`config.mk`:
```
export PLATFORM = sky130hd
export DESIGN_NAME = fetch_queue_unit
export DESIGN_NICKNAME = d
export VERILOG_FILES = /design/src/rtl/fetch_queue_unit_pkg.sv /design/src/rtl/fetch_queue_unit_fifo.sv /design/src/rtl/fetch_queue_unit.sv
export SDC_FILE = /design/constraint.sdc
export NUM_CORES = 1
export LEC_CHECK = 0
export CORE_ASPECT_RATIO = 1.75
export CORE_MARGIN = 2
export CORE_UTILIZATION = 50
export CTS_CLUSTER_DIAMETER = 30
export DETAILED_ROUTE_END_ITERATION = 8
export HOLD_SLACK_MARGIN = 0.06
export PLACE_DENSITY = 0.72
export SYNTH_ARGS = -nofsm -noshare
export SYNTH_HDL_FRONTEND = slang
export SYNTH_SLANG_ARGS = --single-unit
```
`constraint.sdc`:
```
create_clock -name clk -period 7 [get_ports clk]
set_input_delay 1.4 -clock clk [delete_from_list [all_inputs] [get_ports clk]]
set_output_delay 1.4 -clock clk [all_outputs]
set_load 0.03 [all_outputs]
```
`src/rtl/fetch_queue_unit_pkg.sv`:
```
`default_nettype none
// ============================================================================
// Module      : fetch_queue_unit_pkg
// Description : Shared constants and helpers for the decoupled fetch front
//               end: default data width, reset PC, source-select bit, NOP
//               encoding and the layout/width of a queued fetch entry.
//               Entry layout, MSB to LSB: {pc, pc_plus4, instr}.
// Ports       : none (package)
// Config      : none
// Revision    : 1.0 - initial release
// ============================================================================
package fetch_queue_unit_pkg;

    localparam int          c_xlen      = 32;
    localparam logic [31:0] c_reset_pc  = 32'h4000_0000;
    localparam int          c_src_bit   = 30;
    localparam logic [31:0] c_nop_instr = 32'h0000_0013;

    // Width of one queued entry {pc, pc_plus4, instr} for a given data width.
    function automatic int entry_width(input int xlen);
        return 3 * xlen;
    endfunction

endpackage
`default_nettype wire

```
`src/rtl/fetch_queue_unit_fifo.sv`:
```
`default_nettype none
// ============================================================================
// Module      : fetch_queue_unit_fifo
// Description : Synchronous DEPTH x WIDTH FIFO holding fetched entries.
//               Wrapping read/write pointers, occupancy count, and a flush
//               that empties the queue in one cycle.
// Ports       : clk        - clock
//               rst        - synchronous active-low reset
//               flush      - drop all entries (wins over push/pop)
//               push       - write push_data at the tail
//               push_data  - entry to enqueue
//               pop        - remove the head entry
//               head_data  - current head entry
//               count      - number of occupied entries
//               empty      - count == 0
// Config      : none
// Revision    : 1.0 - initial release
// ============================================================================
module fetch_queue_unit_fifo
    import fetch_queue_unit_pkg::*;
#(
    parameter int WIDTH = 96,
    parameter int DEPTH = 4
) (
    input  logic                     clk,
    input  logic                     rst,
    input  logic                     flush,
    input  logic                     push,
    input  logic [WIDTH-1:0]         push_data,
    input  logic                     pop,
    output logic [WIDTH-1:0]         head_data,
    output logic [$clog2(DEPTH):0]   count,
    output logic                     empty
);

    localparam int c_ptr_w = $clog2(DEPTH);

    logic [WIDTH-1:0]   r_mem [DEPTH];
    logic [c_ptr_w-1:0] r_wr_ptr;
    logic [c_ptr_w-1:0] r_rd_ptr;
    logic [c_ptr_w:0]   r_count;

    logic w_full;
    logic w_do_pop;
    logic w_do_push;

    assign w_full    = (r_count == (c_ptr_w+1)'(DEPTH));
    assign empty     = (r_count == '0);
    assign w_do_pop  = pop && !empty;
    // A push into a full queue is only legal when the head leaves the same cycle.
    assign w_do_push = push && (!w_full || w_do_pop);

    assign head_data = r_mem[r_rd_ptr];
    assign count     = r_count;

    always_ff @(posedge clk) begin
        if (!rst || flush) begin
            r_wr_ptr <= '0;
            r_rd_ptr <= '0;
            r_count  <= '0;
        end else begin
            if (w_do_push) begin
                r_wr_ptr <= r_wr_ptr + 1'b1;
            end
            if (w_do_pop) begin
                r_rd_ptr <= r_rd_ptr + 1'b1;
            end
            case ({w_do_push, w_do_pop})
                2'b10:   r_count <= r_count + 1'b1;
                2'b01:   r_count <= r_count - 1'b1;
                default: r_count <= r_count;
            endcase
        end
    end

    // Storage needs no reset: entries are only observed while counted.
    always_ff @(posedge clk) begin
        if (rst && !flush && w_do_push) begin
            r_mem[r_wr_ptr] <= push_data;
        end
    end

endmodule
`default_nettype wire

```
`src/rtl/fetch_queue_unit.sv`:
```
`default_nettype none
// ============================================================================
// Module      : fetch_queue_unit
// Description : Decoupled sequential fetch front end. Issues reads to a
//               1-cycle synchronous IMEM/BIOS, queues the returned words with
//               their PC and PC+4, and presents the head to decode with a
//               valid/ready handshake. A redirect flushes the queue and kills
//               any read still in flight.
// Ports       : clk, rst (sync active-low)
//               redirect_valid/redirect_pc      - new fetch target
//               imem_en/imem_addr               - read request
//               imem_instr/bios_instr           - read data (next cycle)
//               deq_valid/deq_ready             - decode handshake
//               deq_instr/deq_pc/deq_pc_plus4   - head entry
//               q_count                         - queued entries
// Config      : FETCH_BYPASS_EN - when defined, a response arriving at an
//               empty queue is presented to decode in the same cycle.
// Revision    : 1.0 - initial release
// ============================================================================
module fetch_queue_unit
    import fetch_queue_unit_pkg::*;
#(
    parameter int               XLEN     = c_xlen,
    parameter int               DEPTH    = 4,
    parameter logic [XLEN-1:0]  RESET_PC = c_reset_pc,
    parameter int               SRC_BIT  = c_src_bit
) (
    input  logic                    clk,
    input  logic                    rst,
    input  logic                    redirect_valid,
    input  logic [XLEN-1:0]         redirect_pc,
    output logic                    imem_en,
    output logic [XLEN-1:0]         imem_addr,
    input  logic [XLEN-1:0]         imem_instr,
    input  logic [XLEN-1:0]         bios_instr,
    output logic                    deq_valid,
    input  logic                    deq_ready,
    output logic [XLEN-1:0]         deq_instr,
    output logic [XLEN-1:0]         deq_pc,
    output logic [XLEN-1:0]         deq_pc_plus4,
    output logic [$clog2(DEPTH):0]  q_count
);

    localparam int c_cnt_w   = $clog2(DEPTH) + 1;
    localparam int c_entry_w = entry_width(XLEN);

    logic [XLEN-1:0]      r_fetch_pc;
    logic                 r_inflight;
    logic [XLEN-1:0]      r_inflight_pc;
    logic                 r_inflight_src;

    logic [c_entry_w-1:0] w_head;
    logic [c_entry_w-1:0] w_push_data;
    logic [c_entry_w-1:0] w_out;
    logic [c_cnt_w-1:0]   w_count;
    logic                 w_empty;
    logic [XLEN-1:0]      w_resp_instr;
    logic                 w_resp_valid;
    logic                 w_push;
    logic                 w_pop;
    logic                 w_deq_fire;
    logic                 w_issue;
    logic [c_cnt_w:0]     w_credit_used;

    // Response path: the source was latched with the request, so a PC that
    // crosses the source boundary still reads the right memory.
    assign w_resp_instr = r_inflight_src ? bios_instr : imem_instr;
    assign w_resp_valid = rst && r_inflight && !redirect_valid;
    assign w_push_data  = {r_inflight_pc, r_inflight_pc + XLEN'(4), w_resp_instr};

`ifdef FETCH_BYPASS_EN
    logic w_bypass;
    assign w_bypass  = w_resp_valid && w_empty;
    assign deq_valid = (rst && !w_empty) || w_bypass;
    assign w_out     = w_empty ? w_push_data : w_head;
    assign w_pop     = rst && !w_empty && deq_ready;
    // A bypassed word that decode takes immediately never enters the queue.
    assign w_push    = w_resp_valid && !(w_bypass && deq_ready);
`else
    assign deq_valid = rst && !w_empty;
    assign w_out     = w_head;
    assign w_pop     = deq_valid && deq_ready;
    assign w_push    = w_resp_valid;
`endif

    assign w_deq_fire = deq_valid && deq_ready;

    // Credits: queued + in-flight words, minus the one leaving this cycle,
    // must leave room for the word requested now. This is what keeps the
    // queue from ever overflowing, at the cost of a deq_ready->imem_en path.
    assign w_credit_used = {1'b0, w_count}
                         + {{c_cnt_w{1'b0}}, r_inflight}
                         - {{c_cnt_w{1'b0}}, w_deq_fire};
    assign w_issue   = rst && !redirect_valid
                     && (w_credit_used < (c_cnt_w+1)'(DEPTH));

    assign imem_en   = w_issue;
    assign imem_addr = r_fetch_pc;

    assign deq_pc       = deq_valid ? w_out[3*XLEN-1:2*XLEN] : '0;
    assign deq_pc_plus4 = deq_valid ? w_out[2*XLEN-1:XLEN]   : '0;
    // Idle decode sees a NOP rather than stale data, except under reset.
    assign deq_instr    = deq_valid ? w_out[XLEN-1:0]
                        : (rst ? XLEN'(c_nop_instr) : '0);
    assign q_count      = rst ? w_count : '0;

    always_ff @(posedge clk) begin
        if (!rst) begin
            r_fetch_pc     <= RESET_PC;
            r_inflight     <= 1'b0;
            r_inflight_pc  <= '0;
            r_inflight_src <= 1'b0;
        end else if (redirect_valid) begin
            r_fetch_pc     <= redirect_pc & ~XLEN'(3);
            r_inflight     <= 1'b0;
        end else begin
            r_inflight <= w_issue;
            if (w_issue) begin
                r_inflight_pc  <= r_fetch_pc;
                r_inflight_src <= r_fetch_pc[SRC_BIT];
                r_fetch_pc     <= r_fetch_pc + XLEN'(4);
            end
        end
    end

    fetch_queue_unit_fifo #(
        .WIDTH (c_entry_w),
        .DEPTH (DEPTH)
    ) u_fifo (
        .clk       (clk),
        .rst       (rst),
        .flush     (redirect_valid),
        .push      (w_push),
        .push_data (w_push_data),
        .pop       (w_pop),
        .head_data (w_head),
        .count     (w_count),
        .empty     (w_empty)
    );

endmodule
`default_nettype wire

```
==> results of run 1 <==
==> state kept, by name (all words and copies together) (netlist names), named ones only <==
name and cells:
r_inflight_pc 30, u_fifo.r_rd_ptr 2, imem_addr 30, u_fifo.r_wr_ptr 2
u_fifo.count 3, r_inflight 1, u_fifo.r_mem 368
==> layout make-up <==
cell class	count	area, sq um	share of cell area
sequential	438	12460	0.5538
clock buffer	53	1251	0.05561
timing repair buffer	246	2292	0.1019
multi-input combinational	592	5465	0.2429
clock inverter	31	364.1	0.01618
inverter	21	78.83	0.003503
tap	470	588.1	0.02614
==> routing by layer <==
layer	routed length (um)	global-route usage	vias up
met2	20560	0.3687	317
li1	-	-	4800
met5	0	0	-
met4	1209	0.07725	0
met3	1781	0.02722	69
met1	14570	0.2344	5222
==> Yosys cell counts, types with 2 or more instances <==
| cell | count | area [sq um] |
|---|---|---|
| sky130_fd_sc_hd__a211oi_1 | 7 | 52.55 |
| sky130_fd_sc_hd__a21o_1 | 2 | 15.01 |
| sky130_fd_sc_hd__a21oi_1 | 14 | 70.07 |
| sky130_fd_sc_hd__a311oi_1 | 7 | 61.31 |
| sky130_fd_sc_hd__a31oi_1 | 10 | 62.56 |
| sky130_fd_sc_hd__and2_1 | 93 | 581.8 |
| sky130_fd_sc_hd__and3_1 | 14 | 87.58 |
| sky130_fd_sc_hd__and4_1 | 12 | 105.1 |
| sky130_fd_sc_hd__buf_2 | 20 | 100.1 |
| sky130_fd_sc_hd__buf_4 | 6 | 45.04 |
| sky130_fd_sc_hd__clkbuf_1 | 41 | 153.9 |
| sky130_fd_sc_hd__dfxtp_1 | 70 | 1401 |
| sky130_fd_sc_hd__edfxtp_1 | 368 | 11050 |
| sky130_fd_sc_hd__ha_1 | 10 | 125.1 |
| sky130_fd_sc_hd__inv_1 | 21 | 78.83 |
| sky130_fd_sc_hd__mux2_2 | 33 | 371.6 |
| sky130_fd_sc_hd__mux2i_1 | 31 | 310.3 |
| sky130_fd_sc_hd__mux4_2 | 92 | 2072 |
| sky130_fd_sc_hd__nand2_1 | 28 | 105.1 |
| sky130_fd_sc_hd__nand2b_1 | 2 | 12.51 |
| sky130_fd_sc_hd__nand3_1 | 25 | 125.1 |
| sky130_fd_sc_hd__nand4_1 | 20 | 125.1 |
| sky130_fd_sc_hd__nor2_1 | 66 | 247.7 |
| sky130_fd_sc_hd__nor3_1 | 15 | 75.07 |
| sky130_fd_sc_hd__nor3b_1 | 5 | 37.54 |
| sky130_fd_sc_hd__nor4_1 | 2 | 12.51 |
| sky130_fd_sc_hd__o21ai_0 | 28 | 140.1 |
| sky130_fd_sc_hd__o311a_1 | 2 | 20.02 |
| sky130_fd_sc_hd__o31a_1 | 2 | 17.52 |
| sky130_fd_sc_hd__o31ai_1 | 7 | 52.55 |
| sky130_fd_sc_hd__or3_1 | 3 | 18.77 |
| sky130_fd_sc_hd__or4_1 | 6 | 45.04 |
| sky130_fd_sc_hd__xnor2_1 | 26 | 227.7 |
| sky130_fd_sc_hd__xor2_1 | 16 | 140.1 |
==> power by group through the flow <==
stage / sequential [W] / clock [W] / combinational (W)
after floorplan: 0.00296 / 0 / 0.000121
after global placement: 0.00295 / 0 / 0.000246
after detailed placement: 0.00295 / 0 / 0.000252
after CTS: 0.00290 / 0.00257 / 0.000253
after global routing: 0.00290 / 0.00266 / 0.000270
final: 0.00290 / 0.00252 / 0.000251
==> path summary, 6_finish.rpt <==
check | start | end | cells after the start
min reg2reg | u_fifo.r_rd_ptr[1] | u_fifo.r_rd_ptr[1] | 2
min | u_fifo.r_rd_ptr[1] | u_fifo.r_rd_ptr[1] | 2
max reg2reg | u_fifo.count[2] | imem_addr[30] | 14
max | rst | imem_en | 14
==> metrics by stage <==
step | worst slack (ns) | area, sq um | util | instances
5_1_grt | 1.068 | 22500 | 0.6245 | 1851
4_1_cts | 1.275 | 22500 | 0.6245 | 1851
6_report | 1.298 | 22500 | 0.6245 | 1851
3_5_place_dp | 1.294 | 20890 | 0.5797 | 1767
2_1_floorplan | 1.419 | 18280 | - | 1120
3_3_place_gp | 1.310 | 20890 | 0.5797 | 1767
==> worst max-delay path: cells and delay by family <==
family,cells,cell delay (ns)
adders and majority gates,2,0.41
buffers and inverters,6,1.12
and+or+nand+nor,5,0.98
AOI/OAI and AO/OA,1,0.38
==> cell families (layout without fill, tap and decap cells) <==
group,count (synthesis),after routing,share of synthesized area
other cells,1,6,0.0002053
buf+inv,90,351,0.02151
simple gates,292,292,0.08756
flops,438,438,0.6818
fa+ha+maj,11,11,0.007947
xor+xnor,42,42,0.02014
compound gates,85,85,0.03001
mux,156,156,0.1508
==> report_table.html, run 1 <==
<table>
<tr><th>Metric</th><th>Value</th></tr>
<tr><th colspan="2">Run status</th></tr>
<tr><td>Result of the run</td><td>completed</td></tr>
<tr><th colspan="2">Finish</th></tr>
<tr><td>Number of nets at the end of the flow</td><td>1456</td></tr>
<tr><td>Fraction of layout instances using a drive strength above 1</td><td>0.2107</td></tr>
<tr><td>Layout overhead on the synthesized area</td><td>23.20%</td></tr>
<tr><td>Number of antenna repair diodes</td><td>0</td></tr>
<tr><td>Most common cell after layout, fill and taps aside</td><td>sky130_fd_sc_hd__edfxtp_1</td></tr>
<tr><td>Filler cell count</td><td>2719</td></tr>
<tr><td>Leading cell types in the layout, fill and taps excluded</td><td>sky130_fd_sc_hd__edfxtp_1, sky130_fd_sc_hd__clkdlybuf4s50_1, sky130_fd_sc_hd__and2_1</td></tr>
<tr><th colspan="2">Pwr</th></tr>
<tr><td>Internal power consumption</td><td>about 0.0044 W</td></tr>
<tr><td>Static Leakage</td><td>slightly below 8 nW</td></tr>
<tr><td>Share of power burned in combinational logic</td><td>0.044</td></tr>
<tr><td>Sequential power share</td><td>0.511</td></tr>
<tr><td>Final total power</td><td>between 0.005 and 0.006 W</td></tr>
<tr><td>Clock share of power</td><td>0.445</td></tr>
<tr><td>Pwr dens</td><td>around 250 mW/mm^2</td></tr>
<tr><td>Worst IR drop on VDD</td><td>0.1617 mV</td></tr>
<tr><td>Switching part of the total</td><td>0.2192</td></tr>
<tr><td>Sw power</td><td>0.001243 W</td></tr>
<tr><th colspan="2">Global routing</th></tr>
<tr><td>GRT Util Overall</td><td>0.2001</td></tr>
<tr><td>Maximum number of pins on one net before global-route repair</td><td>76</td></tr>
<tr><td>Total congestion overflow</td><td>0</td></tr>
<tr><td>Number of global-route vias before repair</td><td>10770</td></tr>
<tr><td>First-pass GRT wire length</td><td>58.63 mm</td></tr>
<tr><td>Number of antenna violations at the first check in global routing</td><td>0</td></tr>
<tr><th colspan="2">Floorplan</th></tr>
<tr><td>Number of ports placed on the die boundary</td><td>233</td></tr>
<tr><td>Width of the die</td><td>148.5 um</td></tr>
<tr><td>Number of core rows</td><td>between 90 and 100</td></tr>
<tr><td>Starting utilization of the core area</td><td>0.5069</td></tr>
<tr><td>Core region area</td><td>~0.036 sq mm</td></tr>
<tr><td>DIE AREA</td><td>0.03813 sq mm</td></tr>
<tr><td>Floorplan die height</td><td>256.8 um</td></tr>
<tr><th colspan="2">Clock network</th></tr>
<tr><td># hold bufs at CTS</td><td>0</td></tr>
<tr><td>Count of cells resized by post-cts repair</td><td>0</td></tr>
<tr><td>Root buf cell</td><td>sky130_fd_sc_hd__clkbuf_16</td></tr>
<tr><td>Number of clock buffers inserted by TritonCTS</td><td>46</td></tr>
<tr><td>Clock slew at reported path FFs</td><td>0.07 ns</td></tr>
<tr><td>Maximum buffer depth of the clock tree</td><td>3</td></tr>
<tr><td>Clock network latency to the later pin of the worst-skew pair</td><td>0.56 ns</td></tr>
<tr><td>CTS tree</td><td>built</td></tr>
<tr><td>TritonCTS Sinks</td><td>438</td></tr>
<tr><td>Number of H-tree levels</td><td>2</td></tr>
<tr><td>Buffers inserted by post-CTS timing repair</td><td>0</td></tr>
<tr><th colspan="2">Drt</th></tr>
<tr><td>Wire length per cell after detailed routing</td><td>20.59 um</td></tr>
<tr><td>First-pass detailed-route iteration total</td><td>5</td></tr>
<tr><td>WL final</td><td>38.12 mm</td></tr>
<tr><td>Vias after detailed routing</td><td>10410</td></tr>
<tr><td>Remaining routing DRC violations</td><td>0</td></tr>
<tr><td>Initial DRC count</td><td>532</td></tr>
<tr><td>Detailed-route vias per instance</td><td>5.623</td></tr>
<tr><td>Remaining antenna violation count</td><td>0</td></tr>
<tr><th colspan="2">Timing</th></tr>
<tr><td>Final cycle utilization of the critical path</td><td>0.8145</td></tr>
<tr><td>Unrepaired setup endpoints after global routing</td><td>false</td></tr>
<tr><td>Crit path time final</td><td>5.702 ns</td></tr>
<tr><td>Final Slew Violations</td><td>0</td></tr>
<tr><td>Setup violations, final</td><td>0</td></tr>
<tr><td>Total count of hold-check failures in the final report</td><td>0</td></tr>
<tr><td>Post-route worst hold slack</td><td>0.5367 ns</td></tr>
<tr><td>Headroom to the max-slew limit</td><td>0.2886</td></tr>
<tr><td>Maximum clock frequency</td><td>0.1754 GHz</td></tr>
<tr><td>Worst slew pin tran</td><td>1.067 ns</td></tr>
<tr><td>Setup TNS</td><td>0 ns</td></tr>
<tr><td>Clk_skew</td><td>0.01956 ns</td></tr>
<tr><th colspan="2">Critical path</th></tr>
<tr><td>Worst Path Max Fanout</td><td>13</td></tr>
<tr><td>Worst Path Arrival</td><td>approximately 4.3 ns</td></tr>
<tr><td>Critical path endpoint category</td><td>primary output</td></tr>
<tr><td>Slowest stage cell, crit path</td><td>sky130_fd_sc_hd__nand4_1</td></tr>
<tr><td>Type of element launching the critical path</td><td>input pin</td></tr>
<tr><td>Data required time of the worst path</td><td>between 5 and 6 ns</td></tr>
<tr><td>Highest cell delay on the worst timing path</td><td>0.50 ns</td></tr>
<tr><td>Slack of the worst reg-to-reg path</td><td>3.32 ns</td></tr>
<tr><td>Cell-by-cell trace of the critical path</td><td>clkdlybuf4s50_1 &gt; inv_1 &gt; nor2_1 &gt; nor3_1 &gt; buf_4 &gt; inv_2 &gt; and2_1 &gt; ha_1 &gt; inv_1 &gt; ha_1 &gt; nand3b_4 &gt; nand4_1 &gt; a31oi_4 &gt; buf_4</td></tr>
<tr><td>Worst setup path class</td><td>in -&gt; out</td></tr>
<tr><th colspan="2">Min path</th></tr>
<tr><td>Kind of path behind the tightest hold check</td><td>reg -&gt; reg</td></tr>
<tr><th colspan="2">Placed design</th></tr>
<tr><td>Half-perimeter wire length after placement</td><td>24.33 mm</td></tr>
<tr><td>GPL Wtd Cong</td><td>0.8301</td></tr>
<tr><td>Port-buffer cells</td><td>~220</td></tr>
<tr><th colspan="2">Run</th></tr>
<tr><td>Number of maximum-capacitance violations</td><td>0</td></tr>
<tr><th colspan="2">Yosys</th></tr>
<tr><td>Post-synthesis sequential element count</td><td>between 400 and 500</td></tr>
<tr><td>Top_reg_cell synth</td><td>sky130_fd_sc_hd__edfxtp_1</td></tr>
<tr><td>Post-Synthesis Mean Instance Area</td><td>16.38 sq um</td></tr>
<tr><td>Proportion of synthesized chip area in sequential cells</td><td>0.6818</td></tr>
<tr><td>Number of enable flip-flop cells after synthesis</td><td>about 370</td></tr>
<tr><td>Number of unique standard cell types used by synthesis</td><td>45</td></tr>
<tr><td>Synth warnings</td><td>0</td></tr>
<tr><td>Async set or reset register ratio after synthesis</td><td>0</td></tr>
<tr><td>Gate count of the mapped netlist</td><td>1115</td></tr>
<tr><td>Area of the mapped netlist</td><td>0.01826 sq mm</td></tr>
</table>
Note: power is estimated with default switching activity, not from simulation.
==> run 2, diff against run 1 <==
--- a/config.mk
+++ b/config.mk
@@ -11,7 +11,7 @@
 export CTS_CLUSTER_DIAMETER = 30
 export DETAILED_ROUTE_END_ITERATION = 8
 export HOLD_SLACK_MARGIN = 0.06
-export PLACE_DENSITY = 0.72
+export PLACE_DENSITY = 0.75
 export SYNTH_ARGS = -nofsm -noshare
 export SYNTH_HDL_FRONTEND = slang
 export SYNTH_SLANG_ARGS = --single-unit
==> constraint.sdc (replaced) <==
create_clock -name clk -period 4.7 [get_ports clk]
set_input_delay 0.94 -clock clk [delete_from_list [all_inputs] [get_ports clk]]
set_output_delay 0.94 -clock clk [all_outputs]
set_load 0.03 [all_outputs]
==> report_table.html, run 2 (same netlist as run 1, synthesis figures left out) <==
<table>
<tr><th>Metric</th><th>Value</th></tr>
<tr><th colspan="2">Placed design</th></tr>
<tr><td>GPL Wtd Cong</td><td>0.8861 (was 0.8301)</td></tr>
<tr><td>Half-perimeter wire length after placement</td><td>24.50 mm (was 24.33 mm)</td></tr>
<tr><td>Port-buffer cells</td><td>224 (unchanged)</td></tr>
<tr><th colspan="2">Critical path</th></tr>
<tr><td>Worst Path Max Fanout</td><td>5 (was 13)</td></tr>
<tr><td>Combined buffer and inverter count along the critical path</td><td>5 (was 6)</td></tr>
<tr><td>Slowest stage cell, crit path</td><td>sky130_fd_sc_hd__clkdlybuf4s50_1 (was sky130_fd_sc_hd__nand4_1)</td></tr>
<tr><td>Launching point of the worst reg2reg path</td><td>u_fifo.count[0] (was u_fifo.count[2])</td></tr>
<tr><td>Critical path endpoint category</td><td>primary output (unchanged)</td></tr>
<tr><td>Cell-by-cell trace of the critical path</td><td>clkdlybuf4s50_1 &gt; inv_1 &gt; nor2_1 &gt; nor3_4 &gt; inv_2 &gt; and2_1 &gt; ha_1 &gt; inv_1 &gt; ha_1 &gt; nand3b_4 &gt; a211o_1 &gt; a31oi_4 &gt; buf_4 (was clkdlybuf4s50_1 &gt; inv_1 &gt; nor2_1 &gt; nor3_1 &gt; buf_4 &gt; inv_2 &gt; and2_1 &gt; ha_1 &gt; inv_1 &gt; ha_1 &gt; nand3b_4 &gt; nand4_1 &gt; a31oi_4 &gt; buf_4)</td></tr>
<tr><td>Destination of the worst register-to-register timing path</td><td>imem_addr[7] (was imem_addr[30])</td></tr>
<tr><td>Worst setup path class</td><td>in -&gt; out (unchanged)</td></tr>
<tr><td>Worst Path Arrival</td><td>3.53 ns (was 4.30 ns)</td></tr>
<tr><td>CP top delay family</td><td>buffers and inverters (unchanged)</td></tr>
<tr><td>Type of element launching the critical path</td><td>input pin (unchanged)</td></tr>
<tr><td>Highest cell delay on the worst timing path</td><td>0.43 ns (was 0.50 ns)</td></tr>
<tr><td>Number of cell instances on the worst register-to-register path</td><td>14 (unchanged)</td></tr>
<tr><td>Data required time of the worst path</td><td>3.76 ns (was 5.60 ns)</td></tr>
<tr><td>Slack of the worst reg-to-reg path</td><td>1.31 ns (was 3.32 ns)</td></tr>
<tr><th colspan="2">Finish</th></tr>
<tr><td>Number of nets at the end of the flow</td><td>1468 (was 1456)</td></tr>
<tr><td>Number of antenna repair diodes</td><td>0 (unchanged)</td></tr>
<tr><td>Leading cell types in the layout, fill and taps excluded</td><td>sky130_fd_sc_hd__edfxtp_1, sky130_fd_sc_hd__clkdlybuf4s50_1, sky130_fd_sc_hd__and2_1 (unchanged)</td></tr>
<tr><td>Most common cell after layout, fill and taps aside</td><td>sky130_fd_sc_hd__edfxtp_1 (unchanged)</td></tr>
<tr><td>Final core utilization</td><td>0.6297 (was 0.6245)</td></tr>
<tr><td>Largest reg by FF count</td><td>u_fifo.r_mem (unchanged)</td></tr>
<tr><td>Flip-flop count of the largest register after layout</td><td>368 (unchanged)</td></tr>
<tr><td>Fraction of layout instances using a drive strength above 1</td><td>0.2209 (was 0.2107)</td></tr>
<tr><td>Filler cell count</td><td>2602 (was 2719)</td></tr>
<tr><td>Layout overhead on the synthesized area</td><td>24.23% (was 23.20%)</td></tr>
<tr><th colspan="2">Drt</th></tr>
<tr><td>Remaining antenna violation count</td><td>0 (unchanged)</td></tr>
<tr><td>Remaining routing DRC violations</td><td>0 (unchanged)</td></tr>
<tr><td>Initial DRC count</td><td>794 (was 532)</td></tr>
<tr><td>Wire length per cell after detailed routing</td><td>20.78 um (was 20.59 um)</td></tr>
<tr><td>Amount of wire on met3 after detailed routing</td><td>1.985 mm (was 1.781 mm)</td></tr>
<tr><td>Detailed-route vias per instance</td><td>5.651 (was 5.623)</td></tr>
<tr><td>Vias after detailed routing</td><td>10530 (was 10410)</td></tr>
<tr><td>Routed length on met1</td><td>14.87 mm (was 14.57 mm)</td></tr>
<tr><td>WL final</td><td>38.73 mm (was 38.12 mm)</td></tr>
<tr><td>Max Used Layer</td><td>met4 (unchanged)</td></tr>
<tr><td>First-pass detailed-route iteration total</td><td>5 (unchanged)</td></tr>
<tr><td>Met2 wirelength from detailed routing</td><td>20.48 mm (was 20.56 mm)</td></tr>
<tr><th colspan="2">Timing</th></tr>
<tr><td>Post-route worst hold slack</td><td>0.5441 ns (was 0.5367 ns)</td></tr>
<tr><td>Maximum clock frequency</td><td>roughly 0.22 GHz</td></tr>
<tr><td>Crit path time final</td><td>4.467 ns</td></tr>
<tr><td>Clk_skew</td><td>0.01221 ns (was 0.01956 ns)</td></tr>
<tr><td>Setup violations, final</td><td>0 (unchanged)</td></tr>
<tr><td>Final cycle utilization of the critical path</td><td>0.9505</td></tr>
<tr><td>Final Slew Violations</td><td>0 (unchanged)</td></tr>
<tr><td>Total count of hold-check failures in the final report</td><td>0 (unchanged)</td></tr>
<tr><td>Headroom to the max-slew limit</td><td>0.2781 (was 0.2886)</td></tr>
<tr><td>Unrepaired setup endpoints after global routing</td><td>false (unchanged)</td></tr>
<tr><td>Worst slew pin tran</td><td>1.083 ns (was 1.067 ns)</td></tr>
<tr><th colspan="2">Clock network</th></tr>
<tr><td>Maximum buffer depth of the clock tree</td><td>3 (unchanged)</td></tr>
<tr><td>TritonCTS Sinks</td><td>438 (unchanged)</td></tr>
<tr><td>Clock slew at reported path FFs</td><td>0.06 ns (was 0.07 ns)</td></tr>
<tr><td>Number of H-tree levels</td><td>2 (unchanged)</td></tr>
<tr><td># hold bufs at CTS</td><td>0 (unchanged)</td></tr>
<tr><td>Number of clock buffers inserted by TritonCTS</td><td>46 (unchanged)</td></tr>
<tr><td>Clock network latency to the later pin of the worst-skew pair</td><td>0.55 ns (was 0.56 ns)</td></tr>
<tr><td>CTS tree</td><td>built (unchanged)</td></tr>
<tr><td>Root buf cell</td><td>sky130_fd_sc_hd__clkbuf_16 (unchanged)</td></tr>
<tr><th colspan="2">Pwr</th></tr>
<tr><td>Worst IR drop on VDD</td><td>0.2398 mV (was 0.1617 mV)</td></tr>
<tr><td>Static Leakage</td><td>7.881 nW (was 7.798 nW)</td></tr>
<tr><td>Pwr dens</td><td>372.0 mW/mm^2 (was 251.9 mW/mm^2)</td></tr>
<tr><th colspan="2">Floorplan</th></tr>
<tr><td>Number of ports placed on the die boundary</td><td>233 (unchanged)</td></tr>
<tr><td>Floorplan die height</td><td>256.8 um (unchanged)</td></tr>
<tr><td>Number of core rows</td><td>92 (unchanged)</td></tr>
<tr><td>Width of the die</td><td>148.5 um (unchanged)</td></tr>
<tr><td>DIE AREA</td><td>0.03813 sq mm (unchanged)</td></tr>
<tr><td>Starting utilization of the core area</td><td>0.5069 (unchanged)</td></tr>
<tr><td>Core region area</td><td>0.03603 sq mm (unchanged)</td></tr>
<tr><th colspan="2">Min path</th></tr>
<tr><td>Worst hold path endpoint</td><td>u_fifo.r_rd_ptr[1] (unchanged)</td></tr>
<tr><td>Startpoint of the lowest-slack hold path</td><td>u_fifo.r_rd_ptr[1] (unchanged)</td></tr>
<tr><td>Kind of path behind the tightest hold check</td><td>reg -&gt; reg (unchanged)</td></tr>
<tr><td>Hold-critical path depth</td><td>2 (unchanged)</td></tr>
<tr><th colspan="2">Global routing</th></tr>
<tr><td>First-pass GRT wire length</td><td>59.65 mm (was 58.63 mm)</td></tr>
<tr><td>GRT Util Overall</td><td>0.2038 (was 0.2001)</td></tr>
<tr><td>Maximum number of pins on one net before global-route repair</td><td>93 (was 76)</td></tr>
<tr><td>Number of global-route vias before repair</td><td>10910 (was 10770)</td></tr>
<tr><td>Total congestion overflow</td><td>0 (unchanged)</td></tr>
<tr><td>Number of antenna violations at the first check in global routing</td><td>0 (unchanged)</td></tr>
<tr><th colspan="2">Run</th></tr>
<tr><td>Number of maximum-capacitance violations</td><td>0 (unchanged)</td></tr>
<tr><th colspan="2">Run status</th></tr>
<tr><td>Result of the run</td><td>completed (unchanged)</td></tr>
</table>
==> run 2: cell types whose count changed in the layout (fill, tap and decap cells not counted), moves of 4 or more <==
cell / change
sky130_fd_sc_hd__buf_4: +9
sky130_fd_sc_hd__buf_12: +8
sky130_fd_sc_hd__clkdlybuf4s50_1: -5
sky130_fd_sc_hd__clkbuf_1: +4
sky130_fd_sc_hd__clkinv_4: +4
sky130_fd_sc_hd__inv_8: -4
==> run 2: power by group <==
group | internal, W | total, W | switching [W]
logic | 0.000191 | 0.000376 | 0.000185
registers | 0.00425 | 0.00432 | 0.0000715
clock network | 0.00222 | 0.00375 | 0.00153
total | 0.00665 | 0.00844 | 0.00179
==> run 2: final cells by class <==
cell class	instances	area, sq um	share of cell area
tap	470	588.1	0.02592
timing repair buffer	258	2470	0.1089
multi-input combinational	592	5477	0.2414
clock inverter	31	410.4	0.01809
inverter	21	78.83	0.003475
sequential	438	12460	0.5492
clock buffer	54	1202	0.05300
==> run 2: how the worst max path moves through the flow <==
stage                     slack (ns)             to  startpoint  depth (start not counted)
after global placement         -0.11        imem_en         rst                         13
after CTS                       0.12        imem_en         rst                         13
after floorplan                 0.04        imem_en         rst                         14
after global routing            0.04        imem_en         rst                         13
final                           0.23        imem_en         rst                         13
after detailed placement       -0.15  imem_addr[18]         rst                         15
==> run 2: layer usage <==
metal,vias to the layer above,global-route usage
met4,0,0.07884
li1,4820,-
met2,378,0.3681
met1,5249,0.2431
met3,86,0.03167
met5,-,0
==> run 2: stage by stage <==
| step | total power, W | std cells | setup TNS [ns] | setup WS, ns | instance area (sq um) |
|---|---|---|---|---|---|
| 2_1_floorplan | 0.004584 | 1120 | 0 | 0.03872 | 18280 |
| 3_5_place_dp | 0.004776 | 1779 | -1.067 | -0.1519 | 21060 |
| 3_3_place_gp | 0.004764 | 1779 | -0.7433 | -0.1142 | 21060 |
| 6_report | 0.008440 | 1864 | 0 | 0.2325 | 22690 |
| 4_1_cts | 0.008515 | 1864 | 0 | 0.1250 | 22680 |
| 5_1_grt | 0.008686 | 1864 | 0 | 0.03694 | 22690 |
==> run 2: timing repair <==
item                                    CTS  global route
resized for setup                         1             1
endpoints found under the setup margin    1             1
setup buffers                             0             0
endpoints found under the hold margin     0             0
==> run 2: worst register-to-register path, cell delays in order, from the launching register on <==
cell                       delay [ns]
sky130_fd_sc_hd__dfxtp_1         0.34
sky130_fd_sc_hd__inv_1           0.13
sky130_fd_sc_hd__nor2_1          0.11
sky130_fd_sc_hd__nor3_4          0.37
sky130_fd_sc_hd__inv_2           0.09
sky130_fd_sc_hd__and2_1          0.18
sky130_fd_sc_hd__ha_1            0.17
sky130_fd_sc_hd__inv_1           0.05
sky130_fd_sc_hd__ha_1            0.15
sky130_fd_sc_hd__nand3b_4        0.09
sky130_fd_sc_hd__a211o_1         0.34
sky130_fd_sc_hd__buf_4           0.20
sky130_fd_sc_hd__and3_1          0.37
sky130_fd_sc_hd__or4_1           0.57
sky130_fd_sc_hd__a31oi_1         0.17
==> run 3, diff against run 2 <==
--- a/config.mk
+++ b/config.mk
@@ -5,6 +5,7 @@
 export SDC_FILE = /design/constraint.sdc
 export NUM_CORES = 1
 export LEC_CHECK = 0
+export CAP_MARGIN = 10
 export CORE_ASPECT_RATIO = 1.75
 export CORE_MARGIN = 2
 export CORE_UTILIZATION = 50
@@ -15,3 +16,4 @@
 export SYNTH_ARGS = -nofsm -noshare
 export SYNTH_HDL_FRONTEND = slang
 export SYNTH_SLANG_ARGS = --single-unit
+export TNS_END_PERCENT = 30
==> results of run 3 <==
No change in the layout: final DEF, timing and power equal those of run 2.
